$ cat src/rtl/instr_fetch_unit_pkg.sv
// Shared constants and types for the instruction fetch unit and its memory.
// HALT_OPCODE is only meaningful when the block is built with HALT_OPCODE_EN.
package fetch_pkg;

  localparam int IMEM_DEPTH  = 64;
  localparam int INSTR_WIDTH = 8;
  localparam int PC_WIDTH    = $clog2(IMEM_DEPTH);

  localparam logic [INSTR_WIDTH-1:0] HALT_OPCODE = 8'hFF;

  typedef enum logic [1:0] {
    IDLE = 2'd0,
    LOAD = 2'd1,
    RUN  = 2'd2,
    HALT = 2'd3
  } fetch_state_t;

  // Decode splits each opcode into register-file and ALU control fields.
  localparam int RF_CTRL_MSB  = 7;
  localparam int RF_CTRL_LSB  = 2;
  localparam int ALU_CTRL_MSB = 1;
  localparam int ALU_CTRL_LSB = 0;

  typedef struct packed {
    logic [RF_CTRL_MSB-RF_CTRL_LSB:0]   rf_ctrl;
    logic [ALU_CTRL_MSB-ALU_CTRL_LSB:0] alu_ctrl;
  } opcode_t;

endpackage

$ cat src/rtl/instr_fetch_unit_if.sv
// Load and instruction-stream channels of the fetch unit.
// master: the fetch unit itself; slave: the program loader plus decode.
interface fetch_if;
  import fetch_pkg::*;

  logic                   load_valid;
  logic                   load_ready;
  logic [INSTR_WIDTH-1:0] load_data;
  logic                   load_last;

  logic                   instr_valid;
  logic                   instr_ready;
  logic [INSTR_WIDTH-1:0] instr;
  logic [PC_WIDTH-1:0]    instr_pc;

  modport master (
    input  load_valid, load_data, load_last, instr_ready,
    output load_ready, instr_valid, instr, instr_pc
  );

  modport slave (
    output load_valid, load_data, load_last, instr_ready,
    input  load_ready, instr_valid, instr, instr_pc
  );

endinterface

$ cat src/rtl/instr_fetch_unit_imem.sv
// Instruction memory: one write port, one synchronous read port, no reset.
// A read and write to the same address in one cycle returns the old word.
module imem_1w1r
  import fetch_pkg::*;
#(
  parameter int DEPTH = IMEM_DEPTH,
  parameter int WIDTH = INSTR_WIDTH,
  parameter int AW    = PC_WIDTH
) (
  input  logic             clk,
  input  logic             we,
  input  logic [AW-1:0]    waddr,
  input  logic [WIDTH-1:0] wdata,
  input  logic             re,
  input  logic [AW-1:0]    raddr,
  output logic [WIDTH-1:0] rdata
);

  logic [WIDTH-1:0] mem [DEPTH];

  always_ff @(posedge clk) begin
    if (we) begin
      mem[waddr] <= wdata;
    end
    if (re) begin
      rdata <= mem[raddr];
    end
  end

endmodule

$ cat src/rtl/instr_fetch_unit.sv
// Loadable instruction memory plus program counter feeding decode over valid/ready.
// Build with HALT_OPCODE_EN to make HALT_OPCODE stop the run after it is delivered.
//
// state | meaning
// IDLE  | program (maybe) loaded, waiting for a load beat or start
// LOAD  | collecting program bytes at wr_ptr
// RUN   | streaming opcodes, wrapping at prog_len
// HALT  | halt opcode consumed; start restarts, a load beat reloads
module instr_fetch_unit
  import fetch_pkg::*;
(
  input  logic              clk,
  input  logic              reset_n,
  fetch_if.master           bus,
  input  logic              start,
  output logic [PC_WIDTH:0] prog_len,
  output logic              halted
);

  localparam logic [1:0] S_IDLE = IDLE;
  localparam logic [1:0] S_LOAD = LOAD;
  localparam logic [1:0] S_RUN  = RUN;
  localparam logic [1:0] S_HALT = HALT;

  logic [1:0]             state;
  logic [PC_WIDTH-1:0]    pc;
  logic [PC_WIDTH-1:0]    wr_ptr;
  logic [PC_WIDTH-1:0]    mem_pc;
  logic                   mem_vld;
  logic [INSTR_WIDTH-1:0] rdata;
  logic [INSTR_WIDTH-1:0] instr_q;
  logic [PC_WIDTH-1:0]    instr_pc_q;
  logic                   instr_valid_q;

  logic                   load_ready_c;
  logic                   accept;
  logic                   load_close;
  logic [PC_WIDTH-1:0]    wr_addr;
  logic                   in_run;
  logic                   hs;
  logic                   load_out;
  logic                   issue;
  logic                   pc_last;
  logic [PC_WIDTH-1:0]    pc_next;
  logic                   start_ok;
  logic                   halt_hit;

  assign load_ready_c = (state != S_RUN);
  assign accept       = bus.load_valid && load_ready_c;
  assign wr_addr      = (state == S_LOAD) ? wr_ptr : '0;
  assign load_close   = accept && (state == S_LOAD) &&
                        (bus.load_last || (wr_ptr == PC_WIDTH'(IMEM_DEPTH - 1)));

  assign in_run   = (state == S_RUN);
  assign hs       = instr_valid_q && bus.instr_ready;
  // Two-stage pipe: memory word (mem_vld/mem_pc) then output register.
  // The memory stage only reads ahead when the output register can take its word.
  assign load_out = in_run && mem_vld && (!instr_valid_q || bus.instr_ready);
  assign issue    = in_run && (!mem_vld || load_out);

  assign pc_last  = ({1'b0, pc} == (prog_len - 7'd1));
  assign pc_next  = pc_last ? '0 : pc + 1'b1;

  assign start_ok = start && (prog_len != '0) && !accept &&
                    ((state == S_IDLE) || (state == S_HALT));

`ifdef HALT_OPCODE_EN
  assign halt_hit = in_run && hs && (instr_q == HALT_OPCODE);
  assign halted   = (state == S_HALT);
`else
  assign halt_hit = 1'b0;
  assign halted   = 1'b0;
`endif

  imem_1w1r #(
    .DEPTH (IMEM_DEPTH),
    .WIDTH (INSTR_WIDTH),
    .AW    (PC_WIDTH)
  ) u_imem (
    .clk   (clk),
    .we    (accept),
    .waddr (wr_addr),
    .wdata (bus.load_data),
    .re    (issue),
    .raddr (pc),
    .rdata (rdata)
  );

  always_ff @(posedge clk or negedge reset_n) begin
    if (!reset_n) begin
      state         <= S_IDLE;
      pc            <= '0;
      wr_ptr        <= '0;
      prog_len      <= '0;
      mem_pc        <= '0;
      mem_vld       <= 1'b0;
      instr_q       <= '0;
      instr_pc_q    <= '0;
      instr_valid_q <= 1'b0;
    end else begin
      case (state)
        S_IDLE, S_HALT: begin
          if (accept) begin
            // A new program invalidates the old one until it is closed.
            if (bus.load_last) begin
              prog_len <= 7'd1;
              wr_ptr   <= '0;
              state    <= S_IDLE;
            end else begin
              prog_len <= '0;
              wr_ptr   <= PC_WIDTH'(1);
              state    <= S_LOAD;
            end
          end else if (start_ok) begin
            state         <= S_RUN;
            pc            <= '0;
            mem_vld       <= 1'b0;
            instr_valid_q <= 1'b0;
          end
        end

        S_LOAD: begin
          if (accept) begin
            if (load_close) begin
              prog_len <= {1'b0, wr_ptr} + 7'd1;
              wr_ptr   <= '0;
              state    <= S_IDLE;
            end else begin
              wr_ptr <= wr_ptr + 1'b1;
            end
          end
        end

        S_RUN: begin
          if (halt_hit) begin
            state         <= S_HALT;
            pc            <= '0;
            mem_vld       <= 1'b0;
            instr_valid_q <= 1'b0;
          end else begin
            if (issue) begin
              pc      <= pc_next;
              mem_pc  <= pc;
              mem_vld <= 1'b1;
            end
            if (load_out) begin
              instr_q       <= rdata;
              instr_pc_q    <= mem_pc;
              instr_valid_q <= 1'b1;
            end else if (hs) begin
              instr_valid_q <= 1'b0;
            end
          end
        end

        default: state <= S_IDLE;
      endcase
    end
  end

  assign bus.load_ready  = load_ready_c;
  assign bus.instr_valid = instr_valid_q;
  assign bus.instr       = instr_q;
  assign bus.instr_pc    = instr_pc_q;

endmodule

$ cat src/flat_wrapper.sv
// flat-port wrapper written by rule: the top's interface ports become plain ports
module instr_fetch_unit_flat import fetch_pkg::*;
  (clk, reset_n, start, prog_len, halted, bus_load_valid, bus_load_data, bus_load_last, bus_instr_ready, bus_load_ready, bus_instr_valid, bus_instr, bus_instr_pc);
  fetch_if bus_i ();
  input  logic clk;
  input  logic reset_n;
  input  logic start;
  output logic [PC_WIDTH:0] prog_len;
  output logic halted;
  input wire logic [$bits(bus_i.load_valid)-1:0] bus_load_valid;
  input wire logic [$bits(bus_i.load_data)-1:0] bus_load_data;
  input wire logic [$bits(bus_i.load_last)-1:0] bus_load_last;
  input wire logic [$bits(bus_i.instr_ready)-1:0] bus_instr_ready;
  output wire logic [$bits(bus_i.load_ready)-1:0] bus_load_ready;
  output wire logic [$bits(bus_i.instr_valid)-1:0] bus_instr_valid;
  output wire logic [$bits(bus_i.instr)-1:0] bus_instr;
  output wire logic [$bits(bus_i.instr_pc)-1:0] bus_instr_pc;
  assign bus_i.load_valid = bus_load_valid;
  assign bus_i.load_data = bus_load_data;
  assign bus_i.load_last = bus_load_last;
  assign bus_i.instr_ready = bus_instr_ready;
  assign bus_load_ready = bus_i.load_ready;
  assign bus_instr_valid = bus_i.instr_valid;
  assign bus_instr = bus_i.instr;
  assign bus_instr_pc = bus_i.instr_pc;
  instr_fetch_unit u_core (.clk(clk), .reset_n(reset_n), .bus(bus_i), .start(start), .prog_len(prog_len), .halted(halted));
endmodule
$ cat config.mk
export PLATFORM = sky130hd
export DESIGN_NAME = instr_fetch_unit_flat
export DESIGN_NICKNAME = d
export VERILOG_FILES = /design/src/rtl/instr_fetch_unit_pkg.sv /design/src/rtl/instr_fetch_unit_if.sv /design/src/rtl/instr_fetch_unit_imem.sv /design/src/rtl/instr_fetch_unit.sv /design/src/flat_wrapper.sv
export SDC_FILE = /design/constraint.sdc
export NUM_CORES = 1
export LEC_CHECK = 0
export CORE_ASPECT_RATIO = 0.6
export CORE_MARGIN = 2
export CORE_UTILIZATION = 30
export CTS_CLUSTER_DIAMETER = 100
export CTS_CLUSTER_SIZE = 8
export DETAILED_ROUTE_END_ITERATION = 7
export HOLD_SLACK_MARGIN = 0.03
export RECOVER_POWER = 100
export SLEW_MARGIN = 10
export SYNTH_ARGS = -nofsm -noshare
export SYNTH_HDL_FRONTEND = slang
export SYNTH_SLANG_ARGS = --single-unit
$ cat constraint.sdc
create_clock -name clk -period 3.25 [get_ports clk]
set_input_delay 0.65 -clock clk [delete_from_list [all_inputs] [get_ports clk]]
set_output_delay 0.65 -clock clk [all_outputs]
set_load 0.02 [all_outputs]
==> results of run 1 <==
==> stage by stage <==
stage	cell area [um^2]	hold slack (ns)
final	26550	0.4722
after global routing	26550	0.5181
after CTS	26850	0.4711
after detailed placement	24650	0.4594
after global placement	24650	0.4624
after floorplan	22480	0.3544
==> what timing repair did <==
item / CTS / global route
hold buffers: 1 / 0
setup buffers: 0 / 0
hold endpoints to repair: 23 / 0
==> cell usage after synthesis, types with 17 or more instances <==
cell type,n,share of area [%]
sky130_fd_sc_hd__nor2b_1,17,0.47
sky130_fd_sc_hd__edfxtp_1,520,69
sky130_fd_sc_hd__mux4_2,111,11
sky130_fd_sc_hd__buf_2,20,0.45
sky130_fd_sc_hd__o21ai_0,19,0.42
sky130_fd_sc_hd__nand3_1,20,0.45
sky130_fd_sc_hd__mux2i_1,57,2.5
sky130_fd_sc_hd__clkbuf_1,30,0.50
sky130_fd_sc_hd__dfrtp_1,43,4.8
sky130_fd_sc_hd__nor2_1,89,1.5
sky130_fd_sc_hd__a21oi_1,35,0.78
sky130_fd_sc_hd__nand2_1,75,1.3
sky130_fd_sc_hd__a22oi_1,25,0.83
==> layout make-up <==
class,count,share of cell area (%)
Tap cell,987,4.652
Inverter,11,0.1555
Clock buffer,98,8.116
Clock inverter,3,0.1225
Sequential cell,563,62.90
Timing Repair Buffer,147,3.653
Multi-Input combinational cell,581,20.40
==> worst max-delay path, cell delays in order (launching register included) <==
cell and delay [ns]:
sky130_fd_sc_hd__dfrtp_1 0.39, sky130_fd_sc_hd__inv_1 0.06, sky130_fd_sc_hd__ha_1 0.35, sky130_fd_sc_hd__inv_1 0.24
sky130_fd_sc_hd__dlygate4sd3_1 0.72
==> metal layers <==
metal  vias to the layer above  part of all wire [%]
li1                       5200                     -
met1                      6269                    48
met2                       516                    41
met3                        87                    10
met4                         2                   1.6
met5                         -                 0.031
==> cell families after synthesis <==
logic type / after synthesis / synth area share, %
AND/OR/NAND/NOR: 243 / 4.791
adder cells (fa/ha/maj): 6 / 0.3339
XOR/XNOR: 12 / 0.4675
multiplexers: 184 / 14.46
flip-flops: 563 / 74.23
AO/OA/AOI/OAI: 135 / 4.035
buffers and inverters: 79 / 1.664
other: 1 / 0.01668
==> worst min-delay path by stage <==
stage,cells after the start,start,endpoint
6_report,2,u_core.mem_pc[1],u_core.mem_pc[1]
3_3_place_gp,2,u_core.mem_pc[5],u_core.mem_pc[5]
4_1_cts,2,u_core.mem_pc[1],u_core.mem_pc[1]
5_1_grt,2,u_core.mem_pc[0],u_core.mem_pc[0]
3_5_place_dp,2,u_core.mem_pc[1],u_core.mem_pc[1]
2_1_floorplan,0,reset_n,u_core.bus.instr[0]
==> cell usage in the layout (no fill, tap or decap), types with 13 or more instances in the layout <==
master,synthesis,final
sky130_fd_sc_hd__clkbuf_16,0,84
sky130_fd_sc_hd__nor2b_1,17,17
sky130_fd_sc_hd__mux2_2,16,16
sky130_fd_sc_hd__o21ai_0,19,22
sky130_fd_sc_hd__mux2i_1,57,57
sky130_fd_sc_hd__clkbuf_1,30,81
sky130_fd_sc_hd__nor2_1,89,89
sky130_fd_sc_hd__clkbuf_2,0,14
sky130_fd_sc_hd__dlygate4sd3_1,0,24
sky130_fd_sc_hd__buf_4,8,26
sky130_fd_sc_hd__mux4_2,111,111
sky130_fd_sc_hd__dfrtp_1,43,41
sky130_fd_sc_hd__a21oi_1,35,35
sky130_fd_sc_hd__nand2_1,75,75
sky130_fd_sc_hd__a22oi_1,25,25
sky130_fd_sc_hd__edfxtp_1,520,520
sky130_fd_sc_hd__nand3_1,20,20
sky130_fd_sc_hd__nor3_1,13,13
==> flip-flops by register name, summed over array words and instances (netlist names), 6 cells and up <==
name and count:
u_core.u_imem.mem 512, u_core.bus.instr 8, u_core.u_imem.rdata 8, u_core.prog_len 7
u_core.bus.instr_pc 6, u_core.mem_pc 6, u_core.pc 6, u_core.wr_ptr 6
==> where the power goes <==
| part | leakage (nW) | internal (mW) | switching, mW | total (mW) |
|---|---|---|---|---|
| Sequential | 5.25 | 8.22 | 0.351 | 8.57 |
| Clock | 1.06 | 4.57 | 2.86 | 7.43 |
| Combinational | 2.17 | 1.74 | 2.28 | 4.02 |
| Total | 8.48 | 14.5 | 5.49 | 20.0 |
==> run summary, run 1 <==
The run finished, with violations left. The checks that failed: capacitance limit, slew limit. For this run, global-route usage on met1 was measured as 22.33%. The clock arrives with 0.02387 ns of skew.

Counting tap cells, the placed design contains a total of 2288 instances. Once the floorplan was initialized, standard cells occupied 30.43% of the core. The clock reaches the later pin of the worst-skew pair after 0.61 ns.

In this run, the number of DRC markers left after iteration 0 of detailed routing was 1396. Top flip-flop cell by instance count after synthesis: sky130_fd_sc_hd__edfxtp_1. TritonCTS built the clock tree.

The share of the Yosys chip area taken by registers is 74.23%. Yosys printed 0 warnings. The worst setup path is launched from a flip-flop.

OpenSTA, run right after detailed placement, puts the worst setup slack at 0.3024 ns. The tools report the critical path launch point as u_core.state[0]. The endpoint identified for the worst register-to-register timing path is u_core.u_imem.mem[56][5]. The floorplan step defined a die boundary enclosing 77220 um^2. Setup repair after global routing left no endpoint under its margin. The post-synth net total is 1243, and the number of global-route vias before repair is 12062. The wire length per cell after detailed routing is 23.25 um, and the number of clock sinks is 563.

Share of the core filled with cells in the final layout: 35.93%. The worst setup path is captured at an output pin. The die is 216.1 um tall.

Total leakage power: 8.484 nW. The most critical setup path has its endpoint at bus_load_ready. VDD sags by at most 0.0004630 V.

Global routing consumed, on the met3 layer, 5.423% of the routing resources. The longest clock path from root to sink contains 3 buffers. The post-route minimum period is 3.011 ns, and the arrival time of the worst setup path is 2.36 ns.

The tool flagged a number of max-cap violations equal to 7. In this run the tool buffered the top-level ports with 36 buffer cells. Across all register-to-register paths, the minimum setup slack is 0.27 ns.

In this run the critical register-to-register path is launched from u_core.state[0]. For this run, asynchronously set or reset flops after synthesis account for 7.638%. The pin count of the biggest net entering global routing was 65. Global routing consumed, on the met2 layer, 19.08% of the routing resources. Setup violations remaining at the end of the flow were counted as 0. The min-delay analysis places its worst path in the category flip-flop to flip-flop. The run gives 1223 as the synthesized instance count. Summing internal, switching and leakage power gives 20.02 mW. For the half-perimeter wire length after detailed placement, the log shows 36150 um. The number of core rows came out at 77. The first global-routing pass estimated 82110 um of wire. The overflow left after global routing was 0; the count of pins on the block boundary was 38.

The total wire length after detailed routing was 55570 um; the share of the cycle needed by the critical path after routing was 92.65%. The first TritonRoute pass finished after 5 iterations. In this run the worst path has a maximum fanout of 9. The count of cells in the finished layout, fillers not included, comes to 2390.

The H-tree generated during clock tree synthesis spans 3 levels. Multi-input combinational cell area: 5416 um^2. The number of antenna violations at the first check in global routing was 2; the vias per cell was 5.052.

The synthesized design contains 520 enable-type register cells. The horizontal extent of the die is 357.4 um, and the number of max-slew violations in the final report is 351. The tools report the buffer cell driving the clock tree root as sky130_fd_sc_hd__clkbuf_16. Measured against its own limit, the worst slew margin works out to -92.61%. After clock tree synthesis, the clock-pin slew on the worst setup and hold paths is 0.05 ns.

For the via total after detailed routing, the log shows 12074. The number of hold violations in the final report came out at 0. The worst setup margin is 0.2390 ns.

The maximum frequency from static timing analysis is 332.1 MHz, and the flop and latch count out of synthesis is 563. The synthesized netlist occupies a cell area of 22480 um^2. The total power density per cell area is 754.1 nW/um^2. The core region is 73890 um^2.

Number of fill cells in the layout: 6880. Post-cts resize count: 0. Global routing used 14.51% of the available tracks.

The number of diodes added for antenna fixing came out at 0. After the last flow step, the layout net total stands at 1404. The synthesized netlist contains 55 unique library cells.

Clock tree synthesis inserted a total of 80 buffers. The most used routing layer in global routing was met1. At the pin with the least slew margin, the transition time is 2.889 ns. Each instance of the synthesized netlist takes up on average 18.38 um^2. In the final layout, the share of cells above drive strength 1 is 19.46%. The synthesis-to-finish area growth works out to 18.07%. The sequential cell area is 16700 um^2, and the depth of the worst register-to-register path is 6. The setup path with the least slack is of type flip-flop to output pin. The tools report the number of routed nets with antenna violations as 0. The congestion estimate from routability-driven global placement came to 0.8741. The run gives 0 as the number of design rule violations left after detail routing. Adding up every negative setup slack in the final design gives 0 ns.

The run gives 2.60 ns as the worst endpoint required time.
Power figures use the tool's default switching activity.
==> run 2, diff against run 1 <==
- SKIP_LAST_GASP: unset -> 1
==> results of run 2 <==
Same layout as run 1: the final DEF is identical, and so are final timing and power.
==> RTL change 1, RTL diff (settings of run 2) <==
Change the package constant `IMEM_DEPTH` from 64 to 128.
--- a/src/rtl/instr_fetch_unit_pkg.sv
+++ b/src/rtl/instr_fetch_unit_pkg.sv
@@ -2,7 +2,7 @@
 // HALT_OPCODE is only meaningful when the block is built with HALT_OPCODE_EN.
 package fetch_pkg;
 
-  localparam int IMEM_DEPTH  = 64;
+  localparam int IMEM_DEPTH  = 128;
   localparam int INSTR_WIDTH = 8;
   localparam int PC_WIDTH    = $clog2(IMEM_DEPTH);
 
Ports: changed (resized bus_instr_pc and prog_len); port bits go from 38 to 40. The function was not compared with the original's and may differ.
==> RTL change 1 against run 2 <==
Sequential cell count increased by 517; wire length rose by 110%; final area grew 92%; fmax fell by 6.7%; first-iteration DRC count increased by 110%; the run still ends with max-capacitance violations, max-slew violations left; total power rose by 81%; area after synthesis increased by 91%; setup slack got worse by 220 ps; largest cell class unchanged; core utilization about the same; synthesized cell count up 82%.
==> RTL change 1: results (changes against run 2) <==
stage,metric,value,unit,change
outcome,run_status,"complete, but fails checks",,unchanged
outcome,violations,"max-capacitance violations, max-slew violations",,unchanged
run,cap_viol_max_count,8,,was 7
detailed_routing,wl_per_cell,25.64,um,was 23.25 um
setup_path,reg2reg_from,u_core.pc[0]$_DFFE_PN0P_,,was u_core.state[0]$_DFFE_PN0P_
setup_path,criticalPathCategory,reg -> reg,,was reg -> out
detailed_routing,met3RoutedLength,13970,um,was 5536 um
cells_and_area,finalNetCount,2573,,"was 1,404"
detailed_routing,detailroute.via_count,22940,,"was 12,070"
global_routing,first_pass_grt_wire_length,165500,um,"was 82,110 um"
yosys,post_synthesis_sequential_area_ratio,0.7499,,was 0.7423
yosys,synth_compound_gate_area_share,0.03430,,was 0.04035
timing,finalClockSkew,26.03,ps,was 23.87 ps
detailed_routing,violation_count_after_the_first_detailed_routing_iteration,2931,,"was 1,396"
cells_and_area,layout-drive-gt1-share,0.2201,,was 0.1946
cells_and_area,nFillCells,13250,,"was 6,880"
cells_and_area,max_reg_flops,1024,,was 512
global_routing,global_route.usage.met3,0.05881,,was 0.05423
yosys,synth-async-reset-ratio,0.04444,,was 0.07638
yosys,post_synth_main_area_contributors,"edfxtp_1, mux4_2, mux2i_1, dfrtp_1, nor2_1",,"was edfxtp_1, mux4_2, dfrtp_1, mux2i_1, nor2_1"
yosys,synth.avg_cell_area,19.29,um^2,was 18.38 um^2
detailed_routing,wl_met2,44870,um,"was 22,710 um"
timing,report.final.slew_viol_count,401,,was 351
power_and_ir_drop,vdd_drop_max,0.6412,mV,was 0.4630 mV
yosys,syn_nets,2245,,"was 1,243"
global_routing,grtUsageMet1,0.2460,,was 0.2233
clocking,cts_max_level,4,,was 3
global_routing,total_routing_usage_gr,0.1564,,was 0.1451
## RTL change 1: cell count changes in the layout (fill, tap and decap cells not counted), sizes merged, moves of 9 or more
cell,before,now
mux2,16,42
nor2,89,165
o211ai,9,19
nand2,75,107
buf,37,97
a31oi,2,12
o21ai,25,64
clkbuf,179,363
mux4,111,206
mux2i,57,174
edfxtp,520,1032
a41oi,0,10
diode,0,9
## RTL change 1: how the worst min path moves through the flow
stage / cells after the start / slack, ps / from / endpoint
floorplan: 0 / 350 / reset_n / u_core.bus.instr[0]$_DFFE_PN0P_
global placement: 2 / 470 / u_core.mem_pc[4]$_DFFE_PN0P_ / u_core.mem_pc[4]$_DFFE_PN0P_
detailed placement: 2 / 470 / u_core.mem_pc[4]$_DFFE_PN0P_ / u_core.mem_pc[4]$_DFFE_PN0P_
CTS: 1 / 290 / bus_load_data[3] / u_core.u_imem.mem[55][3]$_DFFE_PP_
global route: 2 / 510 / u_core.mem_pc[4]$_DFFE_PN0P_ / u_core.mem_pc[4]$_DFFE_PN0P_
finish: 2 / 480 / u_core.mem_pc[4]$_DFFE_PN0P_ / u_core.mem_pc[4]$_DFFE_PN0P_
## RTL change 1: where the power goes
group          total (uW)  switching [uW]  internal, uW  leakage, uW
Combinational        6030            3390          2650      0.00369
Clock               14400            5880          8540      0.00206
Sequential          15800             237         15500      0.00992
Total               36200            9500         26700       0.0157
## RTL change 1: per-stage QoR
stage	total power [uW]	TNS, ps	setup slack [ps]	utilization	instance area [um^2]
5_1_grt	37510	0	7.246	0.3589	50930
3_5_place_dp	22000	-329.6	-158.2	0.3324	47170
3_3_place_gp	21970	-392.1	-199.5	0.3324	47170
4_1_cts	36480	0	13.35	0.3627	51470
6_report	36220	0	23.46	0.3589	50940
2_1_floorplan	19760	0	907.4	-	42930
## RTL change 1: logic make-up after synthesis
| group | count (synthesis) |
|---|---|
| AO/OA/AOI/OAI | 224 |
| other | 1 |
| multiplexers | 422 |
| XOR/XNOR | 13 |
| AND/OR/NAND/NOR | 338 |
| buffers and inverters | 141 |
| flip-flops | 1080 |
| adder cells (fa/ha/maj) | 6 |
## RTL change 1: worst min-delay path, stage by stage, from the launching register on
cell,delay (ps)
dfrtp_1,340
nand2_1,50
o21ai_0,60
## RTL change 1: timing repair
item / CTS / global route
buffers inserted: 0 / 9
gates cloned: 0 / 1
hold buffers: 1 / 0
pin swaps: 0 / 2
resized for setup: 3 / 6
setup endpoints to repair: 3 / 6
hold endpoints to repair: 31 / 0
## RTL change 1: final cells by class
cell class	count	share of cell area
multi-input combinational	1004	0.1956
inverter	15	0.001105
clock inverter	14	0.006067
tap	1907	0.04684
antenna	9	0.0004421
timing repair buffer	300	0.03977
clock buffer	190	0.07789
sequential	1080	0.6322
==> RTL change 2, RTL diff (settings of run 2) <==
Without the edit above. Make the reset (`reset_n`) synchronous in one clocked block.
--- a/src/rtl/instr_fetch_unit.sv
+++ b/src/rtl/instr_fetch_unit.sv
@@ -86,7 +86,7 @@
     .rdata (rdata)
   );
 
-  always_ff @(posedge clk or negedge reset_n) begin
+  always_ff @(posedge clk) begin
     if (!reset_n) begin
       state         <= S_IDLE;
       pc            <= '0;
Function: differs if reset_n is asserted again (counterexample within 4 cycles, from zero or initial values and one cycle with reset_n low); with reset_n held inactive, the same outputs for 4 cycles.
==> RTL change 2 against run 2 <==
The flow still finishes with violations (max-capacitance violations, max-slew violations); critical path depth grew 3; worst hold slack lost 22 ps; fmax decreased by 3.9%; via count up 3.1%; final area decreased by 0.71%; sequential cell count is the same; die area shrank 1.0%; area after synthesis decreased by 1.1%; wire length rose by 5.6%; register-to-register slack lost 150 ps; setup slack worse by 120 ps; cell count is 0.42% higher; critical endpoint is now u_core.u_imem.mem[40][1]$_DFFE_PP_.
Power is not compared: it rests on default switching activity, and its combinational part moved more than twofold at a synthesized area within 25%.
==> RTL change 2: results (changes against run 2) <==
stage,metric,value,unit,change
cells_and_area,layout-drive-gt1-share,0.2201,,was 0.1946
run,cap_viol_max_count,3,,was 7
cells_and_area,final_standard_cell_count_with_taps_included_and_fillers_excluded,2400,,"was 2,390"
detailed_routing,via_per_inst,5.188,,was 5.052
yosys,post_synthesis_sequential_area_ratio,0.7406,,was 0.7423
timing,report.final.slew_viol_count,125,,was 351
timing,maxSlewHeadroom,-0.2379,,was -0.9261
setup_path,critical_path_peak_fanout,14,,was 9
timing,finalClockSkew,19.10,ps,was 23.87 ps
cells_and_area,finalNetCount,1412,,"was 1,404"
global_routing,global_route.usage.met3,0.06522,,was 0.05423
setup_path,rrSetupSlack,120,ps,was 270 ps
cells_and_area,nFillCells,6788,,"was 6,880"
global_routing,total_routing_usage_gr,0.1533,,was 0.1451
global_routing,grtUsageMet1,0.2417,,was 0.2233
clocking,insertion_delay,590,ps,was 610 ps
placed_design,dp_hpwl,38720,um,"was 36,150 um"
outcome,violations,"max-capacitance violations, max-slew violations",,unchanged
detailed_routing,wirelength,58710,um,"was 55,570 um"
setup_path,timing.reg2reg.worst_path_depth,7,,was 6
setup_path,cpPeakStageDelay,550,ps,was 720 ps
yosys,synth_compound_gate_area_share,0.04122,,was 0.04035
detailed_routing,detail_route.wirelength.met1,27360,um,"was 26,440 um"
outcome,run_status,"complete, but fails checks",,unchanged
setup_path,criticalPathCategory,reg -> reg,,was reg -> out
## RTL change 2: worst min-delay path by stage
stage	from	endpoint	slack (ps)	depth (start not counted)
floorplan	u_core.mem_pc[5]$_SDFFE_PN0P_	u_core.bus.instr_pc[5]$_SDFFE_PN0P_	430	2
global placement	u_core.mem_pc[0]$_SDFFE_PN0P_	u_core.bus.instr_pc[0]$_SDFFE_PN0P_	450	2
detailed placement	u_core.bus.instr[5]$_SDFFE_PN0P_	u_core.bus.instr[5]$_SDFFE_PN0P_	450	2
CTS	bus_load_data[1]	u_core.u_imem.mem[24][1]$_DFFE_PP_	380	1
global route	u_core.bus.instr_pc[2]$_SDFFE_PN0P_	u_core.bus.instr_pc[2]$_SDFFE_PN0P_	470	2
finish	bus_load_data[1]	u_core.u_imem.mem[24][1]$_DFFE_PP_	450	1
## RTL change 2: through the flow
stage               hold WS [ps]  instance area (um^2)  power (uW)  setup WS (ps)    util
CTS                        375.1                 26640       15860          240.9  0.3624
detailed placement         450.4                 24470        8508          241.9  0.3328
finish                     450.1                 26360       15730          117.7  0.3586
floorplan                  431.5                 22250        8274          912.5       -
global route               465.4                 26360       16180          90.29  0.3586
global placement           445.1                 24470        8497          279.1  0.3328
## RTL change 2: final cells by class
cell class / instances / area (um^2) / area share
Clock buffer: 100 / 2141 / 0.08122
Sequential cell: 563 / 16490 / 0.6255
Inverter: 12 / 45.04 / 0.001709
Clock inverter: 3 / 36.28 / 0.001377
Tap cell: 987 / 1235 / 0.04685
Timing Repair Buffer: 157 / 1045 / 0.03964
Multi-Input combinational cell: 578 / 5369 / 0.2037
## RTL change 2: cells by family (layout without fill, tap and decap cells)
kind of cell,count (synthesis),in the layout
flops,563,563
buf+inv,87,272
fa+ha+maj,6,6
mux,138,138
other cells,1,1
xor+xnor,12,12
simple gates,278,278
compound gates,143,143
